## config.mk

```make
export PLATFORM = sky130hd
export DESIGN_NAME = prog_loader
export DESIGN_NICKNAME = d
export VERILOG_FILES = /design/src/rtl/prog_loader_pkg.sv /design/src/rtl/prog_loader_uart_rx.sv /design/src/rtl/prog_loader.sv
export SDC_FILE = /design/constraint.sdc
export NUM_CORES = 1
export LEC_CHECK = 0
export ABC_AREA = 1
export ABC_CLOCK_PERIOD_IN_PS = 5600
export BUFFER_PORTS_ARGS = -buffer_cell sky130_fd_sc_hd__buf_2
export CAP_MARGIN = 20
export CORE_MARGIN = 2
export CORE_UTILIZATION = 60
export CTS_BUF_LIST = sky130_fd_sc_hd__clkbuf_16
export DETAILED_ROUTE_END_ITERATION = 8
export PLACE_DENSITY_LB_ADDON = 0.12
export SYNTH_ARGS = -nofsm -noshare
export SYNTH_HDL_FRONTEND = slang
export SYNTH_SLANG_ARGS = --single-unit
```

## constraint.sdc

```tcl
create_clock -name clk -period 5.6 [get_ports clk]
set_clock_uncertainty 0.1 [all_clocks]
set_input_delay 1.12 -clock clk [delete_from_list [all_inputs] [get_ports clk]]
set_output_delay 1.12 -clock clk [all_outputs]
set_load 0.005 [all_outputs]
```

## src/rtl/prog_loader_pkg.sv

```systemverilog
// rtl/prog_loader_pkg.sv - shared constants and state encodings for the program loader
package prog_loader_pkg;
  localparam logic [7:0] SYNC_BYTE        = 8'hA5;
  localparam int         DEF_CLKS_PER_BIT = 434;

  typedef enum logic [2:0] {
    ST_IDLE, ST_LEN_H, ST_LEN_L, ST_DAT_H, ST_DAT_L, ST_CHK, ST_OK, ST_FAIL
  } ld_state_t;

  typedef enum logic [1:0] {
    RX_IDLE, RX_START, RX_DATA, RX_STOP
  } rx_state_t;
endpackage

```

## src/rtl/prog_loader_uart_rx.sv

```systemverilog
// rtl/prog_loader_uart_rx.sv - 8N1 UART receiver with synchronizer and mid-bit sampling
module prog_loader_uart_rx
  import prog_loader_pkg::*;
#(
  parameter int CLKS_PER_BIT = DEF_CLKS_PER_BIT
) (
  input  logic       clk,
  input  logic       nrst,
  input  logic       rx,
  output logic       rx_valid,
  output logic [7:0] rx_data,
  output logic       rx_ferr
);
  localparam int            CW   = $clog2(CLKS_PER_BIT + 1);
  localparam logic [CW-1:0] HALF = CW'(CLKS_PER_BIT / 2 - 1);
  localparam logic [CW-1:0] FULL = CW'(CLKS_PER_BIT - 1);

  rx_state_t     r_state, w_next;
  logic [1:0]    r_sync;
  logic          r_prev;
  logic [CW-1:0] r_cnt;
  logic [2:0]    r_bit;
  logic [7:0]    r_shift;
  logic [7:0]    r_data;
  logic          r_valid, r_ferr;
  logic          w_rx, w_half, w_full;

  assign w_rx     = r_sync[1];
  assign w_half   = (r_cnt == HALF);
  assign w_full   = (r_cnt == FULL);
  assign rx_valid = r_valid;
  assign rx_data  = r_data;
  assign rx_ferr  = r_ferr;

  always_comb begin
    w_next = r_state;
    case (r_state)
      RX_IDLE:  if (r_prev && !w_rx) w_next = RX_START;
      RX_START: if (w_half) w_next = w_rx ? RX_IDLE : RX_DATA;
      RX_DATA:  if (w_full && r_bit == 3'd7) w_next = RX_STOP;
      default:  if (w_full) w_next = RX_IDLE;
    endcase
  end

  always_ff @(posedge clk) begin
    if (!nrst) begin
      r_state <= RX_IDLE;
      r_sync  <= 2'b11;
      r_prev  <= 1'b1;
      r_cnt   <= '0;
      r_bit   <= '0;
      r_shift <= '0;
      r_data  <= '0;
      r_valid <= 1'b0;
      r_ferr  <= 1'b0;
    end else begin
      r_state <= w_next;
      r_sync  <= {r_sync[0], rx};
      r_prev  <= w_rx;
      r_valid <= 1'b0;
      r_ferr  <= 1'b0;
      case (r_state)
        RX_IDLE: begin
          r_cnt <= '0;
          r_bit <= '0;
        end
        RX_START: r_cnt <= w_half ? '0 : r_cnt + 1'b1;
        RX_DATA: begin
          if (w_full) begin
            r_cnt   <= '0;
            r_shift <= {w_rx, r_shift[7:1]};
            r_bit   <= r_bit + 1'b1;
          end else begin
            r_cnt <= r_cnt + 1'b1;
          end
        end
        default: begin
          if (w_full) begin
            r_cnt <= '0;
            // a low stop bit discards the byte
            if (w_rx) begin
              r_valid <= 1'b1;
              r_data  <= r_shift;
            end else begin
              r_ferr <= 1'b1;
            end
          end else begin
            r_cnt <= r_cnt + 1'b1;
          end
        end
      endcase
    end
  end
endmodule

```

## src/rtl/prog_loader.sv

```systemverilog
// rtl/prog_loader.sv - loads a checksummed UART program frame into instruction memory
module prog_loader
  import prog_loader_pkg::*;
#(
  parameter int CLKS_PER_BIT = DEF_CLKS_PER_BIT,
  parameter int ADDR_W       = 15,
  parameter int TIMEOUT_CYC  = 500000
) (
  input  logic              clk,
  input  logic              nrst,
  input  logic              rx,
  output logic              prog_we,
  output logic [ADDR_W-1:0] prog_addr,
  output logic [15:0]       prog_wdata,
  output logic              cpu_nrst,
  output logic              busy,
  output logic              done,
  output logic              err
);
  localparam int            LW       = 17;
  localparam int            TW       = $clog2(TIMEOUT_CYC + 1);
  localparam logic [LW-1:0] MAX_N    = LW'(2 ** ADDR_W);
  localparam logic [TW-1:0] TMO_LAST = TW'(TIMEOUT_CYC - 1);

  ld_state_t         r_state, w_next;
  logic [7:0]        r_len_hi, r_hi, r_xor;
  logic [15:0]       r_len;
  logic [ADDR_W-1:0] r_wcnt;
  logic [TW-1:0]     r_tmo;
  logic              r_hold, w_hold;
  logic              r_prog_we, r_cpu_nrst, r_busy, r_done, r_err;
  logic [ADDR_W-1:0] r_prog_addr;
  logic [15:0]       r_prog_wdata;
  logic              w_rx_valid, w_rx_ferr;
  logic [7:0]        w_rx_data;
  logic [15:0]       w_len;
  logic              w_in_frame, w_sync, w_tmo, w_last;

  prog_loader_uart_rx #(.CLKS_PER_BIT(CLKS_PER_BIT)) u_rx (
    .clk      (clk),
    .nrst     (nrst),
    .rx       (rx),
    .rx_valid (w_rx_valid),
    .rx_data  (w_rx_data),
    .rx_ferr  (w_rx_ferr)
  );

  assign w_len      = {r_len_hi, w_rx_data};
  assign w_in_frame = (r_state != ST_IDLE) && (r_state != ST_OK) && (r_state != ST_FAIL);
  assign w_sync     = (r_state == ST_IDLE) && w_rx_valid && (w_rx_data == SYNC_BYTE);
  assign w_tmo      = (r_tmo == TMO_LAST);
  assign w_last     = (LW'(r_wcnt) + LW'(1)) == {1'b0, r_len};

  assign prog_we    = r_prog_we;
  assign prog_addr  = r_prog_addr;
  assign prog_wdata = r_prog_wdata;
  assign cpu_nrst   = r_cpu_nrst;
  assign busy       = r_busy;
  assign done       = r_done;
  assign err        = r_err;

  always_comb begin
    w_next = r_state;
    w_hold = r_hold;
    case (r_state)
      ST_IDLE:  if (w_sync) w_next = ST_LEN_H;
      ST_LEN_H: if (w_rx_valid) w_next = ST_LEN_L;
      ST_LEN_L: begin
        if (w_rx_valid) begin
          if ({1'b0, w_len} > MAX_N) w_next = ST_FAIL;
          else if (w_len == 16'd0)   w_next = ST_CHK;
          else                       w_next = ST_DAT_H;
        end
      end
      ST_DAT_H: if (w_rx_valid) w_next = ST_DAT_L;
      ST_DAT_L: if (w_rx_valid) w_next = w_last ? ST_CHK : ST_DAT_H;
      ST_CHK:   if (w_rx_valid) w_next = (w_rx_data == r_xor) ? ST_OK : ST_FAIL;
      default:  w_next = ST_IDLE;
    endcase
    if (w_in_frame && (w_rx_ferr || w_tmo)) w_next = ST_FAIL;
    // the CPU stays held after a failed frame until a good one completes
    if (w_sync)                  w_hold = 1'b1;
    else if (r_state == ST_OK)   w_hold = 1'b0;
  end

  always_ff @(posedge clk) begin
    if (!nrst) begin
      r_state      <= ST_IDLE;
      r_len_hi     <= '0;
      r_hi         <= '0;
      r_xor        <= '0;
      r_len        <= '0;
      r_wcnt       <= '0;
      r_tmo        <= '0;
      r_hold       <= 1'b0;
      r_prog_we    <= 1'b0;
      r_prog_addr  <= '0;
      r_prog_wdata <= '0;
      r_cpu_nrst   <= 1'b0;
      r_busy       <= 1'b0;
      r_done       <= 1'b0;
      r_err        <= 1'b0;
    end else begin
      r_state    <= w_next;
      r_hold     <= w_hold;
      r_cpu_nrst <= !w_hold;
      r_prog_we  <= 1'b0;
      if (w_in_frame) r_tmo <= w_rx_valid ? '0 : r_tmo + 1'b1;
      else            r_tmo <= '0;
      if (w_in_frame && w_rx_valid) r_xor <= r_xor ^ w_rx_data;
      case (r_state)
        ST_IDLE: begin
          if (w_sync) begin
            r_done <= 1'b0;
            r_err  <= 1'b0;
            r_busy <= 1'b1;
            r_wcnt <= '0;
            r_xor  <= '0;
          end
        end
        ST_LEN_H: if (w_rx_valid) r_len_hi <= w_rx_data;
        ST_LEN_L: if (w_rx_valid) r_len <= w_len;
        ST_DAT_H: if (w_rx_valid) r_hi <= w_rx_data;
        ST_DAT_L: begin
          if (w_rx_valid) begin
            r_prog_we    <= 1'b1;
            r_prog_addr  <= r_wcnt;
            r_prog_wdata <= {r_hi, w_rx_data};
            r_wcnt       <= r_wcnt + 1'b1;
          end
        end
        ST_OK: begin
          r_done <= 1'b1;
          r_busy <= 1'b0;
        end
        ST_FAIL: begin
          r_err  <= 1'b1;
          r_busy <= 1'b0;
        end
        default: ;
      endcase
    end
  end
endmodule

```

==> results of run 1 <==
worst register-to-register path: cells and delay by family (launching register included):
kind / cells / cell delay [ns]
simple gates: 5 / 1.48
buf+inv: 3 / 0.73
flops: 1 / 0.44
power by group through the flow:
stage / sequential, uW / combinational, uW / clock [uW]
floorplan: 1100 / 70.1 / 0
global placement: 1100 / 83.5 / 0
detailed placement: 1100 / 88.5 / 0
CTS: 1080 / 89.1 / 1300
global route: 1080 / 103 / 1350
finish: 1080 / 90.3 / 1290
path summary, 6_finish.rpt:
| path | start | end | slack, ns |
|---|---|---|---|
| max | nrst | r_tmo[7]$_SDFF_PP0_ | 2.75 |
| min | u_rx.r_sync[0]$_SDFF_PN1_ | u_rx.r_sync[1]$_SDFF_PN1_ | 0.31 |
| max reg2reg | r_state[0]$_SDFFE_PN0P_ | r_tmo[7]$_SDFF_PP0_ | 2.76 |
| min reg2reg | u_rx.r_sync[0]$_SDFF_PN1_ | u_rx.r_sync[1]$_SDFF_PN1_ | 0.31 |
flip-flops by register name (all words and copies together) (netlist names), 2 cells and up:
name / cells
r_tmo: 19
prog_wdata: 16
r_len: 16
prog_addr: 15
r_wcnt: 15
u_rx.r_cnt: 9
r_hi: 8
r_len_hi: 8
r_xor: 8
u_rx.r_shift: 8
u_rx.rx_data: 8
r_state: 3
u_rx.r_bit: 3
u_rx.r_state: 2
u_rx.r_sync: 2
per-stage QoR:
step	utilization, %	setup WS [ns]	hold WS (ns)	instances
final	70.9	2.75	0.312	1044
after global routing	70.9	2.56	0.337	1044
after CTS	70.9	2.77	0.315	1044
after detailed placement	64.5	2.35	0.306	1012
after global placement	64.5	2.52	0.297	1012
after floorplan	-	3.31	0.293	868
synth_stat cells, drive strengths merged:
master  instances
nand2         160
dfxtp         149
a21oi         112
inv            99
o21ai          92
nor2           82
nand3          39
clkbuf         24
nor3           21
xor2           16
nand4          15
nor4           11
buf             9
ha              7
or2             4
xnor2           4
a31oi           3
clkinv          3
mux2i           3
o21a            3
and3            2
nand3b          2
nor3b           2
o21bai          2
o31ai           2
a211oi          1
o211ai          1
cell families after synthesis:
group,Yosys count,share of synthesized area (%)
and+or+nand+nor,338,23.6
DFF,149,46.2
buffers and inverters,135,8.33
muxes,3,0.465
AOI/OAI and AO/OA,216,17.3
xor gates and xnor gates,20,2.71
adders and majority gates,7,1.36
routing by layer:
metal | wire length, um | vias to the layer above
li1 | - | 2919
met1 | 6420 | 2622
met2 | 7090 | 126
met3 | 668 | 38
met4 | 444 | 0
met5 | 0 | -
layout make-up:
type | count | area (um2) | area share (%)
Sequential cell | 149 | 2980 | 40.6
Tap cell | 136 | 170 | 2.31
Clock buffer | 17 | 425 | 5.79
Inverter | 102 | 383 | 5.21
Timing Repair Buffer | 41 | 213 | 2.89
Clock inverter | 15 | 243 | 3.30
Multi-Input combinational cell | 584 | 2940 | 39.9
==> impl_metrics.env, run 1 <==
export IMPL_cpPeakStageDelay_ns=0.88
export IMPL_synth_top_cells_by_area="dfxtp_1 (46%), nand2_1 (9.1%), a21oi_1 (8.6%)"
export IMPL_cp_slowest_cell="nor3_1"
export IMPL_cts_sinks=149
export IMPL_numPortBuffers=38
export IMPL_outcome="finished, final reports clean"
export IMPL_layout_common_cells="nand2_1 (156), dfxtp_1 (149), a21oi_1 (111)"
export IMPL_synth_cells=868
export IMPL_synth_fp_nets=878
export IMPL_wl_um=14600
export IMPL_finalSetupViolations=0
export IMPL_dieArea_um2=11600
export IMPL_cts_root_buf="clkbuf_16"
export IMPL_p_sw_uw=495
export IMPL_areaGrowthSynthToFinish_pct=13.9
export IMPL_die_w_um=108
export IMPL_drt_iter0_drc=470
export IMPL_clockBufferDepth=2
export IMPL_cp_common_cell="clkinv_1"
export IMPL_hold_class="flop to flop"
export IMPL_yosys_area_top_type="dfxtp_1"
export IMPL_use_met2_pct=44.7
export IMPL_grt_util_met1_pct=32.2
export IMPL_worst_slew_pin_slew_ns=1.11
export IMPL_path_class="input pin to flop"
export IMPL_critPathMaxFanout=11
export IMPL_dp_hpwl_um=9650
export IMPL_viasPerCell=5.46
export IMPL_place_congestion=0.854
export IMPL_intPower_uw=1960
export IMPL_cts_resized=0
export IMPL_n_antenna_cell=0
export IMPL_synth_top_area_share_pct=46.2
export IMPL_htreeDepth=4
export IMPL_grt_pass1_vias=5445
export IMPL_crit_path_end_kind="flop"
export IMPL_ioPinCount=39
export IMPL_grt_max_degree=81
export IMPL_cp_start_kind="input pin"
export IMPL_drv_cap=0
export IMPL_crit_cells=5
export IMPL_power_frac_clock_pct=52.4
export IMPL_wl_per_cell_um=14.0
export IMPL_syn_cell_area_um2=6460
export IMPL_synth_seq_cells=149
export IMPL_grt_overflow=0
export IMPL_ys_warn_count=0
export IMPL_postCtsSetupRepairBufs=0
export IMPL_core_area_um2=10400
export IMPL_grt_pass1_wl_um=24700
export IMPL_p_leak_uw=0.00289
export IMPL_hold_viol=0
export IMPL_cts_hold_buf=0
export IMPL_p_comb_share_pct=3.7
export IMPL_seqPwrFrac_pct=43.9
export IMPL_critPathBufInv=3
export IMPL_vias=5705
export IMPL_required_ns=5.83
export IMPL_antenna_found_initial=0
export IMPL_ir_drop_v=0.000266
export IMPL_layout_commonest_cell="nand2_1"
export IMPL_placed_cell_area_um2=6690
export IMPL_clk_latency_ns=0.42
export IMPL_finalMaxSlewViolations=0
export IMPL_power_density_nw_per_um2=334
export IMPL_post_route_cell_area_um2=7350
export IMPL_period_share_pct=50.9
export IMPL_path_cells="buf_2, clkinv_1, nor3_1, clkinv_1, nor3b_1"
export IMPL_worstRegToRegCells=8
export IMPL_seq_area_frac_synth_pct=46.2
export IMPL_p_sw_share_pct=20.1
export IMPL_cts_tree="yes"
export IMPL_nets=905
export IMPL_hold_depth=1
export IMPL_first_pass_iters=4
export IMPL_drc=0
export IMPL_rows=37
export IMPL_fmax_ghz=0.351
export IMPL_grtUsageTotal_pct=26.8
export IMPL_final_layout_size_suffix_gt1_share_pct=10.4
export IMPL_rsz0062_at_grt="no"
export IMPL_fin_crit_ns=2.85
export IMPL_initial_core_util_pct=62.3
export IMPL_relSlewSlack_pct=25.7
export IMPL_top_usage_layer="met2"
export IMPL_clkTransAtPathRegs_ns=0.06
export IMPL_power_total_uw=2460
export IMPL_syn_area_per_cell_um2=7.44
export IMPL_drtAntennaViolNets=0
export IMPL_critPathTopFamily="simple AND/OR/NAND/NOR gates"
export IMPL_setup_tns_ns=0
export IMPL_synthDistinctLibCells=42
export IMPL_met3_usage_pct=6.96
export IMPL_die_h_um=108
export IMPL_nFillCells=828
export IMPL_cp_arrival_ns=3.08
export IMPL_cts_made_buffers=17
Power figures use the tool's default switching activity.
==> run 2, diff against run 1 <==
--- a/config.mk
+++ b/config.mk
@@ -6,7 +6,7 @@
 export NUM_CORES = 1
 export LEC_CHECK = 0
 export ABC_AREA = 1
-export ABC_CLOCK_PERIOD_IN_PS = 5600
+export ABC_CLOCK_PERIOD_IN_PS = 2700
 export BUFFER_PORTS_ARGS = -buffer_cell sky130_fd_sc_hd__buf_2
 export CAP_MARGIN = 20
 export CORE_MARGIN = 2
==> constraint.sdc (replaced) <==
create_clock -name clk -period 2.7 [get_ports clk]
set_clock_uncertainty 0.1 [all_clocks]
set_input_delay 0.54 -clock clk [delete_from_list [all_inputs] [get_ports clk]]
set_output_delay 0.54 -clock clk [all_outputs]
set_load 0.005 [all_outputs]
==> run 2 against run 1 <==
Sequential share of layout area grew 0.062 points. Non-clock buffer count grew 8. Cell count grew 0.77%. Utilization shrank 0.11 points. Power grew 96%. Register-to-register slack lost 2.2 ns. Die area is the same. Critical path depth grew 8. Global-route usage shrank 0.16 points. Wire length shrank 0.27%. Via count grew 0.46%. Hold slack lost 0.11 ns.
==> impl_metrics.env, run 2 (same netlist as run 1, synthesis figures left out) <==
export IMPL_outcome="finished, final reports clean"
export IMPL_place_congestion=0.914
export IMPL_top_register="r_tmo"
export IMPL_rows=37
export IMPL_placed_cell_area_um2=6750
export IMPL_worstRegToRegCells=13
export IMPL_antenna_found_initial=0
export IMPL_cts_resized=0
export IMPL_ioPinCount=39
export IMPL_reg2reg_from="r_tmo[0]$_SDFF_PP0_"
export IMPL_power_density_nw_per_um2=655
export IMPL_required_ns=2.96
export IMPL_min_to="u_rx.r_sync[0]$_SDFF_PN1_"
export IMPL_drt_iter0_drc=344
export IMPL_die_h_um=108
export IMPL_cp_slowest_cell="dfxtp_1"
export IMPL_dp_hpwl_um=9950
export IMPL_rrSetupSlack_ns=0.54
export IMPL_grt_max_degree=58
export IMPL_numPortBuffers=38
export IMPL_clk_latency_ns=0.42
export IMPL_period_share_pct=80.0
export IMPL_finalMaxSlewViolations=0
export IMPL_setup_tns_ns=0
export IMPL_layout_commonest_cell="nand2_1"
export IMPL_crit_cells=13
export IMPL_clkTransAtPathRegs_ns=0.06
export IMPL_core_area_um2=10400
export IMPL_fin_crit_ns=2.16
export IMPL_first_pass_iters=6
export IMPL_critPathMaxFanout=4
export IMPL_cp_start_kind="flop"
export IMPL_hold_class="input pin to flop"
export IMPL_areaGrowthSynthToFinish_pct=13.7
export IMPL_initial_core_util_pct=62.3
export IMPL_htreeDepth=4
export IMPL_critPathTopFamily="simple AND/OR/NAND/NOR gates"
export IMPL_p_leak_uw=0.00289
export IMPL_dieArea_um2=11600
export IMPL_drc=0
export IMPL_relSlewSlack_pct=59.2
export IMPL_post_route_cell_area_um2=7340
export IMPL_viasPerCell=5.45
export IMPL_vias=5731
export IMPL_whs_ns=0.202
export IMPL_grt_pass1_vias=5612
export IMPL_die_w_um=108
export IMPL_drtAntennaViolNets=0
export IMPL_ir_drop_v=0.000519
export IMPL_crit_path_end_kind="flop"
export IMPL_wl_um=14600
export IMPL_nets=913
export IMPL_reg2reg_to="r_tmo[18]$_SDFF_PP0_"
export IMPL_cts_root_buf="clkbuf_16"
export IMPL_cpPeakStageDelay_ns=0.35
export IMPL_final_layout_size_suffix_gt1_share_pct=11.0
export IMPL_worst_slew_pin_slew_ns=0.611
export IMPL_wl_per_cell_um=13.9
export IMPL_fmax_ghz=0.463
export IMPL_n_antenna_cell=0
export IMPL_drv_cap=0
export IMPL_cp_common_cell="nand2_1"
export IMPL_grt_pass1_wl_um=24500
export IMPL_path_class="flop to flop"
export IMPL_cts_tree="yes"
export IMPL_grtUsageTotal_pct=26.6
export IMPL_clockBufferDepth=2
export IMPL_hold_viol=0
export IMPL_finalSetupViolations=0
export IMPL_worstHoldStart="rx"
export IMPL_critPathBufInv=1
export IMPL_cts_hold_buf=0
export IMPL_cts_made_buffers=17
export IMPL_layout_common_cells="nand2_1 (156), dfxtp_1 (149), a21oi_1 (111)"
export IMPL_path_cells="ha_1, nand2_1, inv_1, nand2_1, nor2_2, nand2_1, nor2_2, nand3_1, nor4_2, nand2_1, nor2_1, o21ai_0, nor2_1"
export IMPL_cp_arrival_ns=2.42
export IMPL_cts_sinks=149
export IMPL_grt_overflow=0
export IMPL_largest_reg_flops=19
export IMPL_rsz0062_at_grt="no"
export IMPL_hold_depth=2
export IMPL_postCtsSetupRepairBufs=0
[run 2: cell types whose count changed in the layout (fill, tap and decap cells not counted), sizes merged]
cell	delta
buf	+8
bufinv	-3
clkinv	+1
clkinvlp	+2
[run 2: worst max path at each step]
stage | slack, ns | end | startpoint
after floorplan | 0.86 | r_state[1]$_SDFFE_PN0P_ | r_wcnt[1]$_SDFFE_PN0P_
after global placement | 0.67 | r_state[1]$_SDFFE_PN0P_ | r_wcnt[1]$_SDFFE_PN0P_
after detailed placement | 0.63 | r_tmo[18]$_SDFF_PP0_ | r_tmo[0]$_SDFF_PP0_
after CTS | 0.59 | r_tmo[18]$_SDFF_PP0_ | r_tmo[0]$_SDFF_PP0_
after global routing | 0.33 | r_tmo[18]$_SDFF_PP0_ | r_tmo[0]$_SDFF_PP0_
final | 0.54 | r_tmo[18]$_SDFF_PP0_ | r_tmo[0]$_SDFF_PP0_
[run 2: layout make-up]
class | count | area (um2)
clock inverters | 15 | 171
clock buffers | 17 | 425
inverters | 102 | 383
well taps | 136 | 170
fillers | 852 | 3030
multi-input cells | 584 | 2940
repair buffers | 49 | 273
flip-flops and latches | 149 | 2980
[run 2: layer usage]
metal	global-route usage (%)	part of all wire, %	up-vias
li1	-	-	2930
met5	0	0	-
met4	11.4	1.9	0
met3	6.72	4.5	28
met2	47.0	52	132
met1	30.4	42	2641
[run 2: worst reg2reg max path, delay by kind of cell (launching register included)]
kind	cells	cell delay (ns)
simple gates	10	1.28
flops	1	0.35
fa+ha+maj	1	0.17
buf+inv	1	0.10
compound gates	1	0.10
[run 2: per-stage QoR]
step | std cells | power (uW) | setup slack [ns] | util (%)
detailed placement | 1020 | 2470 | 0.631 | 65.0
global placement | 1020 | 2460 | 0.669 | 65.0
CTS | 1052 | 4840 | 0.587 | 70.8
global route | 1052 | 4970 | 0.330 | 70.8
floorplan | 868 | 2420 | 0.863 | -
finish | 1052 | 4810 | 0.540 | 70.8
[run 2: where the power goes]
group	switching, uW	leakage, uW	internal (uW)
Combinational	135	0.00139	55.0
Sequential	18.4	0.00120	2220
Clock	871	0.000296	1520
Total	1020	0.00289	3790
==> run 3, diff against run 2 <==
--- a/config.mk
+++ b/config.mk
@@ -6,7 +6,7 @@
 export NUM_CORES = 1
 export LEC_CHECK = 0
 export ABC_AREA = 1
-export ABC_CLOCK_PERIOD_IN_PS = 2700
+export ABC_CLOCK_PERIOD_IN_PS = 2000
 export BUFFER_PORTS_ARGS = -buffer_cell sky130_fd_sc_hd__buf_2
 export CAP_MARGIN = 20
 export CORE_MARGIN = 2
==> constraint.sdc (replaced) <==
create_clock -name clk -period 2 [get_ports clk]
set_clock_uncertainty 0.1 [all_clocks]
set_input_delay 0.4 -clock clk [delete_from_list [all_inputs] [get_ports clk]]
set_output_delay 0.4 -clock clk [all_outputs]
set_load 0.005 [all_outputs]
==> run 3 against run 2 <==
Cell count up 2.3%. First-iteration DRC count increased by 49%. Flip-flop and latch count did not move. Wire length up 5.1%. Critical path type unchanged. Combinational power is 50% higher. Utilization rose by 3.4 points. Largest cell class is now multi-input combinational cells. Count of clock-buffer cells in the layout is the same. Non-clock buffer count is 24 higher. Setup slack worse by 0.53 ns. Sequential share of layout area shrank 1.6 points. Fmax up 8.6%.
==> impl_metrics.env, run 3 (same netlist as run 1, synthesis figures left out) <==
export IMPL_outcome="finished, final reports clean"
export IMPL_intPower_uw=4630
export IMPL_clk_latency_ns=0.43
export IMPL_place_congestion=0.954
export IMPL_core_area_um2=10400
export IMPL_cp_start_kind="flop"
export IMPL_wl_per_cell_um=14.2
export IMPL_seqPwrFrac_pct=49.6
export IMPL_worstRegToRegCells=16
export IMPL_finalSetupViolations=0
export IMPL_setup_tns_ns=0
export IMPL_numPortBuffers=38
export IMPL_post_route_cell_area_um2=7690
export IMPL_grt_pass1_wl_um=25300
export IMPL_critPathMaxFanout=4
export IMPL_path_cells="ha_4, nand2_4, nor2_4, nand2_4, nand2_4, nand3_2, nand2_1, nand2_1, nor2_2, nand2_1, nor2_2, nand2_1, nand2_1, nand2_1, nand2_1, a21oi_2"
export IMPL_final_util_pct=74.2
export IMPL_rsz0062_at_grt="yes"
export IMPL_power_frac_clock_pct=45.7
export IMPL_crit_cells=16
export IMPL_place_inst=1036
export IMPL_layout_commonest_cell="nand2_1"
export IMPL_p_comb_share_pct=4.7
export IMPL_first_pass_iters=7
export IMPL_vias=5957
export IMPL_htreeDepth=4
export IMPL_critPathTopFamily="simple AND/OR/NAND/NOR gates"
export IMPL_die_h_um=108
export IMPL_finalMaxSlewViolations=0
export IMPL_initial_core_util_pct=62.3
export IMPL_drtAntennaViolNets=0
export IMPL_drv_cap=0
export IMPL_instances_no_fill=1076
export IMPL_wl_um=15300
export IMPL_reg2reg_from="r_wcnt[0]$_SDFFE_PN0P_"
export IMPL_fmax_ghz=0.503
export IMPL_dp_hpwl_um=10200
export IMPL_hold_viol=0
export IMPL_worst_slew_pin_slew_ns=0.460
export IMPL_worstSetupEndpoint="r_state[1]$_SDFFE_PN0P_"
export IMPL_n_antenna_cell=0
export IMPL_ioPinCount=39
export IMPL_cp_arrival_ns=2.18
export IMPL_top_register="r_tmo"
export IMPL_final_layout_size_suffix_gt1_share_pct=18.4
export IMPL_clkTransAtPathRegs_ns=0.06
export IMPL_ir_drop_v=0.000633
export IMPL_crit_path_end_kind="flop"
export IMPL_critPathBufInv=0
export IMPL_required_ns=2.20
export IMPL_period_share_pct=99.4
export IMPL_p_sw_share_pct=23.8
export IMPL_fin_crit_ns=1.99
export IMPL_grt_pass1_vias=5603
export IMPL_cts_hold_buf=0
export IMPL_cts_tree="yes"
export IMPL_rows=37
export IMPL_drt_iter0_drc=513
export IMPL_reg2reg_to="r_state[1]$_SDFFE_PN0P_"
export IMPL_die_w_um=108
export IMPL_crit_start="r_wcnt[0]$_SDFFE_PN0P_"
export IMPL_grtUsageTotal_pct=27.6
export IMPL_cts_root_buf="clkbuf_16"
export IMPL_areaGrowthSynthToFinish_pct=19.1
export IMPL_placed_cell_area_um2=6900
export IMPL_largest_reg_flops=19
export IMPL_antenna_found_initial=0
export IMPL_grt_overflow=0
export IMPL_relSlewSlack_pct=69.3
export IMPL_cp_common_cell="nand2_1"
export IMPL_rrSetupSlack_ns=0.01
export IMPL_power_density_nw_per_um2=790
export IMPL_cpPeakStageDelay_ns=0.36
export IMPL_cts_made_buffers=17
export IMPL_path_class="flop to flop"
export IMPL_dieArea_um2=11600
export IMPL_cp_slowest_cell="dfxtp_4"
export IMPL_grt_max_degree=81
export IMPL_layout_common_cells="nand2_1 (147), dfxtp_1 (139), a21oi_1 (110)"
export IMPL_p_leak_uw=0.00302
export IMPL_hold_class="input pin to flop"
export IMPL_viasPerCell=5.54
export IMPL_nets=937
export IMPL_p_sw_uw=1440
export IMPL_clockBufferDepth=2
export IMPL_drc=0
export IMPL_cts_sinks=149
## run 3: cell count changes in the layout (fill, tap and decap cells not counted), moves of 4 or more
cell | previous run | this run
bufinv_16 | 4 | 0
nand3_1 | 38 | 33
nor2_4 | 4 | 9
nand2_1 | 156 | 147
nand3_2 | 1 | 5
dfxtp_2 | 0 | 8
dfxtp_1 | 149 | 139
buf_4 | 11 | 30
inv_1 | 102 | 97
nor2_1 | 68 | 61
nor3_2 | 1 | 5
nand2_2 | 3 | 10
nor3_1 | 20 | 16
## run 3: power by group through the flow
stage | logic [uW] | registers (uW) | clock network, uW
after floorplan | 196 | 3070 | 0
after global placement | 255 | 3080 | 0
after detailed placement | 263 | 3080 | 0
after CTS | 274 | 3020 | 2810
after global routing | 325 | 3020 | 2950
final | 285 | 3020 | 2780
## run 3: how the worst min path moves through the flow
stage	from	cells after the start	end	slack, ns
final	rx	2	u_rx.r_sync[0]$_SDFF_PN1_	0.06
after floorplan	u_rx.r_sync[0]$_SDFF_PN1_	1	u_rx.r_sync[1]$_SDFF_PN1_	0.29
after CTS	rx	2	u_rx.r_sync[0]$_SDFF_PN1_	0.05
after global routing	rx	2	u_rx.r_sync[0]$_SDFF_PN1_	0.05
after global placement	u_rx.r_sync[0]$_SDFF_PN1_	1	u_rx.r_sync[1]$_SDFF_PN1_	0.30
after detailed placement	u_rx.r_sync[0]$_SDFF_PN1_	1	u_rx.r_sync[1]$_SDFF_PN1_	0.31
## run 3: worst reg2reg max path, stage by stage (launching register included)
cell and delay, ns:
dfxtp_4 0.36, ha_4 0.18, nand2_4 0.08, nor2_4 0.17
nand2_4 0.11, nand2_4 0.09, nand3_2 0.06, nand2_1 0.07
nand2_1 0.06, nor2_2 0.11, nand2_1 0.07, nor2_2 0.11
nand2_1 0.06, nand2_1 0.05, nand2_1 0.05, nand2_1 0.08
a21oi_2 0.05
## run 3: layout make-up
type / count / area, um2
Timing Repair Buffer: 73 / 498
Inverter: 102 / 383
Tap cell: 136 / 170
Clock inverter: 15 / 92.6
Clock buffer: 17 / 425
Sequential cell: 149 / 3000
Multi-Input combinational cell: 584 / 3120
Fill cell: 812 / 2680
## run 3: metal layers
| layer | up-vias | part of all wire [%] | GRT usage [%] |
|---|---|---|---|
| met1 | 2761 | 42 | 33.0 |
| met3 | 36 | 5.1 | 6.72 |
| li1 | 2983 | - | - |
| met5 | - | 0 | 0 |
| met4 | 0 | 2.5 | 13.0 |
| met2 | 177 | 50 | 46.5 |
## run 3: what timing repair did
item                       in CTS  in global routing
resized for setup              15                 48
pin swaps                       9                 27
setup buffers                   3                  5
gates cloned                    0                  0
setup endpoints to repair       3                 26
## run 3: through the flow
stage          worst slack [ns]  total power (uW)  hold slack [ns]
2_1_floorplan             0.163              3270            0.293
3_3_place_gp             0.0550              3330            0.304
3_5_place_dp            -0.0259              3340            0.312
4_1_cts                 0.00414              6100           0.0485
5_1_grt                  -0.112              6290           0.0542
6_report                 0.0122              6080           0.0609
